--- src/rtl/alu_issue_queue_pkg.sv ---
// Issue-queue local types: output slot state encoding and default sizing.
package alu_issue_queue_pkg;

  // Output slot occupancy; PRESENT means out_* hold a valid op.
  typedef enum logic {
    SLOT_EMPTY   = 1'b0,
    SLOT_PRESENT = 1'b1
  } slot_state_e;

  localparam int DEF_DEPTH = 4;
  localparam int DEF_TAG_W = 4;

  // Occupancy counter width for a FIFO of the given depth (counts 0..depth).
  function automatic int level_w(int depth);
    return $clog2(depth) + 1;
  endfunction

endpackage

--- src/rtl/alu_pkg.sv ---
// Shared ALU definitions: operation encodings and datapath widths used by the
// issue queue and the ALU it feeds.
package alu_pkg;

  localparam int ALU_OP_W   = 2;
  localparam int ALU_DATA_W = 32;

  localparam logic [ALU_OP_W-1:0] OP_ADD = 2'b00;
  localparam logic [ALU_OP_W-1:0] OP_SUB = 2'b01;
  localparam logic [ALU_OP_W-1:0] OP_AND = 2'b10;
  localparam logic [ALU_OP_W-1:0] OP_OR  = 2'b11;

endpackage

--- src/rtl/alu_issue_queue_if.sv ---
// Request/issue bus of the ALU issue queue.
//
// Handshake rules (both sides): a transfer happens on the rising edge where
// valid & ready are both high. A producer holding valid must keep its payload
// stable until the transfer. in_ready never depends on in_valid or out_ready;
// out_valid and out_* are registered and stay stable while out_ready is low.
interface alu_issue_queue_if #(
  parameter int DATA_W = 32,
  parameter int TAG_W  = 4,
  parameter int DEPTH  = 4
) ();
  localparam int LVL_W = $clog2(DEPTH) + 1;

  logic              in_valid;
  logic              in_ready;
  logic [1:0]        in_op;
  logic [DATA_W-1:0] in_a;
  logic [DATA_W-1:0] in_b;
  logic              in_fwd_a;
  logic [TAG_W-1:0]  in_tag;

  logic              out_valid;
  logic              out_ready;
  logic [1:0]        out_op;
  logic [DATA_W-1:0] out_a;
  logic [DATA_W-1:0] out_b;
  logic [TAG_W-1:0]  out_tag;
  logic [DATA_W-1:0] alu_result;

  logic [LVL_W-1:0]  level;

  // Environment side: issues requests, consumes ops, returns the ALU result.
  modport master (
    output in_valid, in_op, in_a, in_b, in_fwd_a, in_tag, out_ready, alu_result,
    input  in_ready, out_valid, out_op, out_a, out_b, out_tag, level
  );

  // Queue side.
  modport slave (
    input  in_valid, in_op, in_a, in_b, in_fwd_a, in_tag, out_ready, alu_result,
    output in_ready, out_valid, out_op, out_a, out_b, out_tag, level
  );
endinterface

--- src/rtl/alu_issue_queue_issue_fifo.sv ---
// Synchronous FIFO of packed issue entries with occupancy output.
// Head is read combinationally; the caller guarantees no push when full and
// no pop when empty. flush clears pointers and occupancy at the next edge.
module issue_fifo #(
  parameter int W     = 8,
  parameter int DEPTH = 4
) (
  input  logic                     clk,
  input  logic                     rst_n,
  input  logic                     flush,
  input  logic                     push,
  input  logic [W-1:0]             wdata,
  input  logic                     pop,
  output logic [W-1:0]             rdata,
  output logic [$clog2(DEPTH):0]   level
);
  localparam int PTR_W = $clog2(DEPTH);

  logic [W-1:0]     mem [DEPTH];
  logic [PTR_W-1:0] wr_ptr;
  logic [PTR_W-1:0] rd_ptr;

  assign rdata = mem[rd_ptr];

  // Pointer and occupancy tracking; pointers wrap naturally at DEPTH.
  always_ff @(posedge clk or negedge rst_n) begin
    if (!rst_n) begin
      wr_ptr <= '0;
      rd_ptr <= '0;
      level  <= '0;
    end else if (flush) begin
      wr_ptr <= '0;
      rd_ptr <= '0;
      level  <= '0;
    end else begin
      if (push) wr_ptr <= wr_ptr + 1'b1;
      if (pop)  rd_ptr <= rd_ptr + 1'b1;
      case ({push, pop})
        2'b10:   level <= level + 1'b1;
        2'b01:   level <= level - 1'b1;
        default: level <= level;
      endcase
    end
  end

  // Entry storage; contents need no reset since level gates every read.
  always_ff @(posedge clk) begin
    if (push && !flush) mem[wr_ptr] <= wdata;
  end

endmodule

--- src/rtl/alu_issue_queue.sv ---
// ALU issue queue: FIFO of requests feeding a registered output slot that
// drives the ALU. Operand A of a forwarded entry is resolved when it is loaded
// into the slot, from the result of the op issued just before it.
module alu_issue_queue
  import alu_pkg::*;
  import alu_issue_queue_pkg::*;
#(
  parameter int DATA_W = ALU_DATA_W,
  parameter int DEPTH  = DEF_DEPTH,
  parameter int TAG_W  = DEF_TAG_W
) (
  input  logic                clk,
  input  logic                rst_n,
  input  logic                flush,
  alu_issue_queue_if.slave    bus,
  output slot_state_e         dbg_state
);
  localparam int LVL_W = level_w(DEPTH);
  localparam logic [LVL_W-1:0] DEPTH_L = LVL_W'(DEPTH);

  typedef struct packed {
    logic [ALU_OP_W-1:0] op;
    logic [DATA_W-1:0]   a;
    logic [DATA_W-1:0]   b;
    logic                fwd;
    logic [TAG_W-1:0]    tag;
  } entry_t;

  slot_state_e         state_q;
  slot_state_e         state_d;
  entry_t              in_entry;
  entry_t              head;
  logic [LVL_W-1:0]    level;
  logic                push;
  logic                load;
  logic                handshake;
  logic                out_valid_w;
  logic                fifo_nonempty;
  logic [DATA_W-1:0]   fwd_reg;
  logic [DATA_W-1:0]   fwd_src;
  logic [DATA_W-1:0]   a_resolved;
  logic [ALU_OP_W-1:0] slot_op;
  logic [DATA_W-1:0]   slot_a;
  logic [DATA_W-1:0]   slot_b;
  logic [TAG_W-1:0]    slot_tag;

  // A pop in the same cycle never re-opens in_ready: it only looks at level.
  assign bus.in_ready  = (level < DEPTH_L) & ~flush;
  assign push          = bus.in_valid & bus.in_ready;
  assign fifo_nonempty = (level != '0);

  assign in_entry = '{op: bus.in_op, a: bus.in_a, b: bus.in_b,
                      fwd: bus.in_fwd_a, tag: bus.in_tag};

  issue_fifo #(
    .W     ($bits(entry_t)),
    .DEPTH (DEPTH)
  ) u_fifo (
    .clk   (clk),
    .rst_n (rst_n),
    .flush (flush),
    .push  (push),
    .wdata (in_entry),
    .pop   (load),
    .rdata (head),
    .level (level)
  );

  // Slot state register.
  always_ff @(posedge clk or negedge rst_n) begin
    if (!rst_n) state_q <= SLOT_EMPTY;
    else        state_q <= state_d;
  end

  // Slot next state: flush wins, a load always leaves the slot occupied.
  always_comb begin
    state_d = state_q;
    if (flush)                                              state_d = SLOT_EMPTY;
    else if (load)                                          state_d = SLOT_PRESENT;
    else if ((state_q == SLOT_PRESENT) && bus.out_ready)    state_d = SLOT_EMPTY;
  end

  // Slot outputs: valid flag, consume handshake and load decision.
  always_comb begin
    out_valid_w = (state_q == SLOT_PRESENT);
    handshake   = out_valid_w & bus.out_ready;
    load        = fifo_nonempty & (~out_valid_w | bus.out_ready) & ~flush;
  end

  // Forward source: the result being consumed this cycle bypasses fwd_reg.
  always_comb begin
    fwd_src    = handshake ? bus.alu_result : fwd_reg;
    a_resolved = head.fwd ? fwd_src : head.a;
  end

  // Slot payload: captured on load, held otherwise so out_* stay stable.
  always_ff @(posedge clk or negedge rst_n) begin
    if (!rst_n) begin
      slot_op  <= '0;
      slot_a   <= '0;
      slot_b   <= '0;
      slot_tag <= '0;
    end else if (flush) begin
      slot_op  <= '0;
      slot_a   <= '0;
      slot_b   <= '0;
      slot_tag <= '0;
    end else if (load) begin
      slot_op  <= head.op;
      slot_a   <= a_resolved;
      slot_b   <= head.b;
      slot_tag <= head.tag;
    end
  end

  // Forward register: result of the most recently consumed op.
  always_ff @(posedge clk or negedge rst_n) begin
    if (!rst_n)         fwd_reg <= '0;
    else if (flush)     fwd_reg <= '0;
    else if (handshake) fwd_reg <= bus.alu_result;
  end

  assign bus.out_valid = out_valid_w;
  assign bus.out_op    = slot_op;
  assign bus.out_a     = slot_a;
  assign bus.out_b     = slot_b;
  assign bus.out_tag   = slot_tag;
  assign bus.level     = level;
  assign dbg_state     = state_q;

endmodule

--- src/flat_wrapper.sv ---
// flat-port wrapper written by rule: the top's interface ports become plain ports
module alu_issue_queue_flat import alu_pkg::*; import alu_issue_queue_pkg::*;
#(
  parameter int DATA_W = ALU_DATA_W,
  parameter int DEPTH  = DEF_DEPTH,
  parameter int TAG_W  = DEF_TAG_W
)
  (clk, rst_n, flush, dbg_state, bus_in_valid, bus_in_op, bus_in_a, bus_in_b, bus_in_fwd_a, bus_in_tag, bus_out_ready, bus_alu_result, bus_in_ready, bus_out_valid, bus_out_op, bus_out_a, bus_out_b, bus_out_tag, bus_level);
  alu_issue_queue_if #(.DATA_W(DATA_W), .TAG_W(TAG_W), .DEPTH(DEPTH)) bus_i ();
  input  logic clk;
  input  logic rst_n;
  input  logic flush;
  output slot_state_e dbg_state;
  input wire logic [$bits(bus_i.in_valid)-1:0] bus_in_valid;
  input wire logic [$bits(bus_i.in_op)-1:0] bus_in_op;
  input wire logic [$bits(bus_i.in_a)-1:0] bus_in_a;
  input wire logic [$bits(bus_i.in_b)-1:0] bus_in_b;
  input wire logic [$bits(bus_i.in_fwd_a)-1:0] bus_in_fwd_a;
  input wire logic [$bits(bus_i.in_tag)-1:0] bus_in_tag;
  input wire logic [$bits(bus_i.out_ready)-1:0] bus_out_ready;
  input wire logic [$bits(bus_i.alu_result)-1:0] bus_alu_result;
  output wire logic [$bits(bus_i.in_ready)-1:0] bus_in_ready;
  output wire logic [$bits(bus_i.out_valid)-1:0] bus_out_valid;
  output wire logic [$bits(bus_i.out_op)-1:0] bus_out_op;
  output wire logic [$bits(bus_i.out_a)-1:0] bus_out_a;
  output wire logic [$bits(bus_i.out_b)-1:0] bus_out_b;
  output wire logic [$bits(bus_i.out_tag)-1:0] bus_out_tag;
  output wire logic [$bits(bus_i.level)-1:0] bus_level;
  assign bus_i.in_valid = bus_in_valid;
  assign bus_i.in_op = bus_in_op;
  assign bus_i.in_a = bus_in_a;
  assign bus_i.in_b = bus_in_b;
  assign bus_i.in_fwd_a = bus_in_fwd_a;
  assign bus_i.in_tag = bus_in_tag;
  assign bus_i.out_ready = bus_out_ready;
  assign bus_i.alu_result = bus_alu_result;
  assign bus_in_ready = bus_i.in_ready;
  assign bus_out_valid = bus_i.out_valid;
  assign bus_out_op = bus_i.out_op;
  assign bus_out_a = bus_i.out_a;
  assign bus_out_b = bus_i.out_b;
  assign bus_out_tag = bus_i.out_tag;
  assign bus_level = bus_i.level;
  alu_issue_queue #(.DATA_W(DATA_W), .DEPTH(DEPTH), .TAG_W(TAG_W)) u_core (.clk(clk), .rst_n(rst_n), .flush(flush), .bus(bus_i), .dbg_state(dbg_state));
endmodule
--- config.mk ---
export PLATFORM = sky130hd
export DESIGN_NAME = alu_issue_queue_flat
export DESIGN_NICKNAME = d
export VERILOG_FILES = /design/src/rtl/alu_issue_queue_pkg.sv /design/src/rtl/alu_pkg.sv /design/src/rtl/alu_issue_queue_if.sv /design/src/rtl/alu_issue_queue_issue_fifo.sv /design/src/rtl/alu_issue_queue.sv /design/src/flat_wrapper.sv
export SDC_FILE = /design/constraint.sdc
export NUM_CORES = 1
export LEC_CHECK = 0
export ABC_AREA = 1
export CAP_MARGIN = 10
export CELL_PAD_IN_SITES_DETAIL_PLACEMENT = 0
export CELL_PAD_IN_SITES_GLOBAL_PLACEMENT = 1
export CORE_MARGIN = 1.5
export CORE_UTILIZATION = 45
export DETAILED_ROUTE_END_ITERATION = 12
export GPL_ROUTABILITY_DRIVEN = 0
export GPL_TIMING_DRIVEN = 0
export PLACE_DENSITY_LB_ADDON = 0.1
export SETUP_SLACK_MARGIN = 0.4
export SYNTH_ARGS = -nofsm -noshare
export SYNTH_HDL_FRONTEND = slang
export SYNTH_SLANG_ARGS = --single-unit
--- constraint.sdc ---
create_clock -name clk -period 5.9 [get_ports clk]
set_input_delay 1.18 -clock clk [delete_from_list [all_inputs] [get_ports clk]]
set_output_delay 1.18 -clock clk [all_outputs]
set_load 0.1 [all_outputs]
After elaboration in Yosys (flattened, before gate mapping)
Memory sizes are Yosys's and may differ from the RTL's.
Index checks and enable logic that the tools add are counted.
{ "word_totals": {"output_inout_bits": 76, "reg_bits": 110, "mem_bits_rw": 284, "mem_count": 1, "inputBits": 108, "word_cells": 55} }
{ "classes": {"muxes": 22, "order_cmp": 1, "reduce_logical": 8, "addsub": 4, "n_bitwise": 8, "n_eq_ne": 2} }
{ "mem_list": {"columns": ["name", "depth", "word_bits", "read_ports", "rd_ports_with_merged_regs", "write_ports", "line", "source"], "rows": [
  ["u_core.u_fifo.mem", 4, 71, 1, 0, 1, "alu_issue_queue_issue_fifo.sv:19", "logic [W-1:0] mem [DEPTH];"]
]} }
{ "op_table": {"columns": ["cell", "n"], "rows": [
  ["$mux 32", 7],
  ["$mux 2", 6],
  ["$reduce_bool 3->1", 3],
  ["$mux 4", 2],
  ["$pmux 3 s2", 1],
  ["$and 1x1->1", 5],
  ["$mux 1", 5],
  ["$add 2x1->2 const B", 2],
  ["$reduce_bool 2->1", 2],
  ["$add 3x1->3 const B", 1],
  ["$lt 3x3->1 const B", 1],
  ["$mux 3", 1],
  ["$sub 3x1->3 const B", 1],
  ["$eq 2x1->1 const B", 1],
  ["$eq 2x2->1 const B", 1],
  ["$logic_and 1x1->1", 2],
  ["$not 1->1", 2],
  ["$logic_not 1->1", 1],
  ["$or 1x1->1", 1]
]} }

Depth between registers and ports, before layout
{ "logic_depth": {"word_depth": 7, "depth_mapped": 11, "ltp_nobuf": 9} }

By module
From an unflattened synthesis, not the netlist that was laid out.
{ "unflattened": {"cells_unflattened": 1343, "hier_area_um2": 15816.4} }
{ "by_module_without_submodules": {"columns": ["module", "cells_each", "area_per_inst_um2", "n_inst"], "rows": [
  ["issue_fifo", 744, 11009.3, 1],
  ["alu_issue_queue", 599, 4807.1, 1]
]} }

Worst setup path before layout
No wires, ideal clock.
{ "synth_timing": {"path_type": "input to register", "from": "input flush", "to": "memory u_core.u_fifo.mem[0][0] (netlist bit) (enable)", "setup_ns": 0.501, "required_time_ns": 5.399, "t_arrival_ns": 5.473, "cell_stages": 4, "n_path_buf": 1, "path_slack_ns": -0.073, "cell_sequence": "buf_2 -> nor2_2 -> nand2_2 -> nor2_1"} }
{ "synth_between": {"elab_chain_len": 6, "word_cells_on_any_way": 7, "classes_between": "mux: 2; bitwise: 3; reduce/logical: 2"} }
{ "synth_lines": {"columns": ["element", "line", "source"], "rows": [
  ["from (decl)", "flat_wrapper.sv:12", "input logic flush;"],
  ["$not 1->1", "alu_issue_queue.sv:48", "assign bus.in_ready = (level < DEPTH_L) & ~flush;"],
  ["$and 1x1->1", "alu_issue_queue.sv:48", null],
  ["via bus_in_ready", "flat_wrapper.sv:22", "output wire logic [$bits(bus_i.in_ready)-1:0] bus_in_ready;"],
  ["$and 1x1->1", "alu_issue_queue.sv:49", "assign push = bus.in_valid & bus.in_ready;"],
  ["$logic_and 1x1->1", "alu_issue_queue_issue_fifo.sv:48", "if (push && !flush) mem[wr_ptr] <= wdata;"],
  ["$mux 1", "alu_issue_queue_issue_fifo.sv:48", null],
  ["$mux 1 (implied by the code)", "alu_issue_queue_issue_fifo.sv:48", null],
  ["to (decl)", "alu_issue_queue_issue_fifo.sv:19", null]
]} }
The timed path passes the listed nets, and every way through them passes these cells.

Worst setup path after layout
{ "layout_timing": {"from": "input flush", "to": "output bus_in_ready"} }
{ "layout_between": {"elab_chain_len": 2} }
{ "layout_lines": {"columns": ["element", "line"], "rows": [
  ["$not 1->1", "alu_issue_queue.sv:48"],
  ["$and 1x1->1", "alu_issue_queue.sv:48"],
  ["to (decl)", "flat_wrapper.sv:22"]
]} }
No other way between the ends.

==> out/metrics.cfg <==
[logic_synthesis]
syn_area_per_cell_um2=11.60
synthesis.nets=1447
synth_area_um2=15480
ys_types=23
ys_seq_area_frac=0.7287
ys_ff_latch=394
yosysWarnings=0
synthCells=1334

[finish]
post-route-util=0.5756
final_nets=1682
instances_no_fill=2052
largest_reg_flops=284
multiInputGateArea_um2=3761
seq_area_um2=11280
area_delta_synth_final_pct=25.30
stdcell_area_um2=19400
drive_gt1_frac=0.08552
fillers=2872
largest_register=u_core.u_fifo.mem

[die]
io_pins=184
start_util=0.4593
die_area_um2=35520
chipHeight_um=188.5
rows=67
fp.dieW_um=188.5
core_um2=33700

[sta]
skew_ps=13.13
max_freq_ghz=0.2552
tightest_slew_ps=1091
slew_violations=0
layout_min_cycle_time_ps=3918
hold_slack_ps=474.1
setup_tns_ps=0
post-route-period-util=0.6641
rsz0062_at_grt=false
fin_ws_ps=1982
max_slew_margin=0.2703
setup_violations=0
hold_violations=0

[placed_design]
dp_hpwl_um=24730
place_area_um2=18080
portBuffers=182
dp_cells=1973
preCtsSetupSlack_ps=1961

[setup_path]
r2r_cells=5
reg2reg_from=u_core.u_fifo.level[2]$_DFFE_PN0P_
crit_buf_inv=2
crit_fanout=10
endpoint=bus_in_ready
crit_start=flush
cp-end-kind=output port
r2r_setup_slack_ps=3620
critPathMaxStageDelay_ps=1160
arrival_ps=2740
r2r_end=u_core.u_fifo.mem[0][48]$_DFFE_PP_
crit_family=buffers and inverters
slowest_stage=clkdlybuf4s50_1
crit_chain=buf_2 > nor2_2 > clkdlybuf4s50_1
critPathKind=in2out
required_ps=4720
worst-path-stages=3
startpoint_type=primary input

[power]
power_mw=10.86
power_density_nw_per_um2=559.9
irDropWorstVdd_uv=372.3
leakagePower_nw=8.078

[clock_network]
cts_tree=done
path_clk_slew_ps=50
cts_resized=0
cts_inserted_buffers=42
cts-root-buf=clkbuf_16
cts_hold_buf=0
cts_setup_buffers=0
cts.sinks=394
h-tree-depth=2
insertion_delay_ps=520
cts.path.max_buffers=3

[worst_hold_path]
hold_path.class=reg2reg

[global_route]
grt_antenna_before_repair=5
grtUsageTotal=0.2148
gr-total-overflow=0
grt_max_degree=66
grt_pass1_vias=10260
grt_pass1_wl_um=58080

[routing]
wirelength_um=37530
vias=10140
dr.pass1.iters=5
drc=0
ant_nets=0
wl_per_cell_um=18.29
vias_per_cell=4.941
drt_iter0_markers=631

[status]
outcome=complete, no violations

[job]
maxCapViolCount=0

==> cell type report <==
cell class | count | area share
timing repair buffer | 191 | 0.1037
clock buffer | 57 | 0.06128
inverter | 19 | 0.003677
sequential | 394 | 0.5816
antenna | 2 | 0.0002580
multi-input combinational | 846 | 0.1939
tap | 448 | 0.02890
clock inverter | 20 | 0.006257
buffer | 75 | 0.02045
==> Yosys cell counts <==
cell type | n | area (µm²)
nand2_2 | 4 | 25.02
buf_4 | 10 | 75.07
nor3_1 | 1 | 5.000
inv_1 | 15 | 56.30
o21ai_0 | 6 | 30.03
edfxtp_1 | 284 | 8528
nand3_1 | 215 | 1076
buf_2 | 38 | 190.2
fa_1 | 1 | 20.02
inv_2 | 4 | 15.01
buf_1 | 3 | 11.26
nand2_1 | 538 | 2019
a21oi_1 | 1 | 5.000
o21ai_1 | 1 | 5.000
nor2_2 | 2 | 12.51
dfrtp_1 | 110 | 2753
ha_1 | 4 | 50.05
buf_6 | 4 | 45.04
nor2_1 | 39 | 146.4
clkbuf_1 | 20 | 75.07
nand3_2 | 1 | 10.01
mux2i_1 | 32 | 320.3
nand4_1 | 1 | 6.260
==> kinds of logic after synthesis <==
logic type,count (synthesis),share of synthesized area
multiplexers,32,0.02069
AND/OR/NAND/NOR,801,0.2132
AO/OA/AOI/OAI,8,0.002586
flip-flops,394,0.7287
adder cells (fa/ha/maj),5,0.004527
buffers and inverters,94,0.03023
==> worst reg2reg max path: stages (launching register included) <==
cell and delay [ps]:
dfrtp_1 430, nor2_2 170, nand2_2 200, nor2_4 620
buf_12 300, buf_12 230
==> cells in the final DEF (no fill, tap or decap), drive strengths merged, types with 2 or more instances in the layout <==
| master | n |
|---|---|
| ha | 4 |
| mux2i | 32 |
| clkbuf | 77 |
| dfrtp | 110 |
| edfxtp | 284 |
| diode | 2 |
| inv | 20 |
| nor2 | 41 |
| clkinv | 18 |
| nand2 | 542 |
| nand3 | 216 |
| buf | 65 |
| o21ai | 7 |
| clkdlybuf4s50 | 181 |
==> how the worst min path moves through the flow <==
stage | depth (start not counted) | to | slack (ps) | start
2_1_floorplan | 2 | u_core.fwd_reg[0]$_DFF_PN0_ | 490 | u_core.fwd_reg[0]$_DFF_PN0_
3_3_place_gp | 2 | u_core.bus.out_a[0]$_DFFE_PN0P_ | 460 | u_core.bus.out_a[0]$_DFFE_PN0P_
3_5_place_dp | 2 | u_core.bus.out_b[23]$_DFFE_PN0P_ | 460 | u_core.bus.out_b[23]$_DFFE_PN0P_
4_1_cts | 2 | u_core.bus.out_b[23]$_DFFE_PN0P_ | 480 | u_core.bus.out_b[23]$_DFFE_PN0P_
5_1_grt | 2 | u_core.bus.out_a[25]$_DFFE_PN0P_ | 500 | u_core.bus.out_a[25]$_DFFE_PN0P_
6_report | 2 | u_core.bus.out_b[31]$_DFFE_PN0P_ | 470 | u_core.bus.out_b[31]$_DFFE_PN0P_
==> power breakdown <==
part	leakage (nW)	switching (mW)	total (mW)	internal, mW
logic	3.37	3.61	4.78	1.17
registers	4.06	0.193	3.61	3.41
clock network	0.651	1.02	2.47	1.45
==> per-layer routing <==
layer | GRT usage | share of wire | vias to the layer above
met3 | 0.03986 | 0.051 | 46
li1 | - | - | 4998
met4 | 0.05220 | 0.017 | 4
met1 | 0.2952 | 0.46 | 4856
met2 | 0.3551 | 0.47 | 235
met5 | 0 | 0.00067 | -
Power figures use the tool's default switching activity.
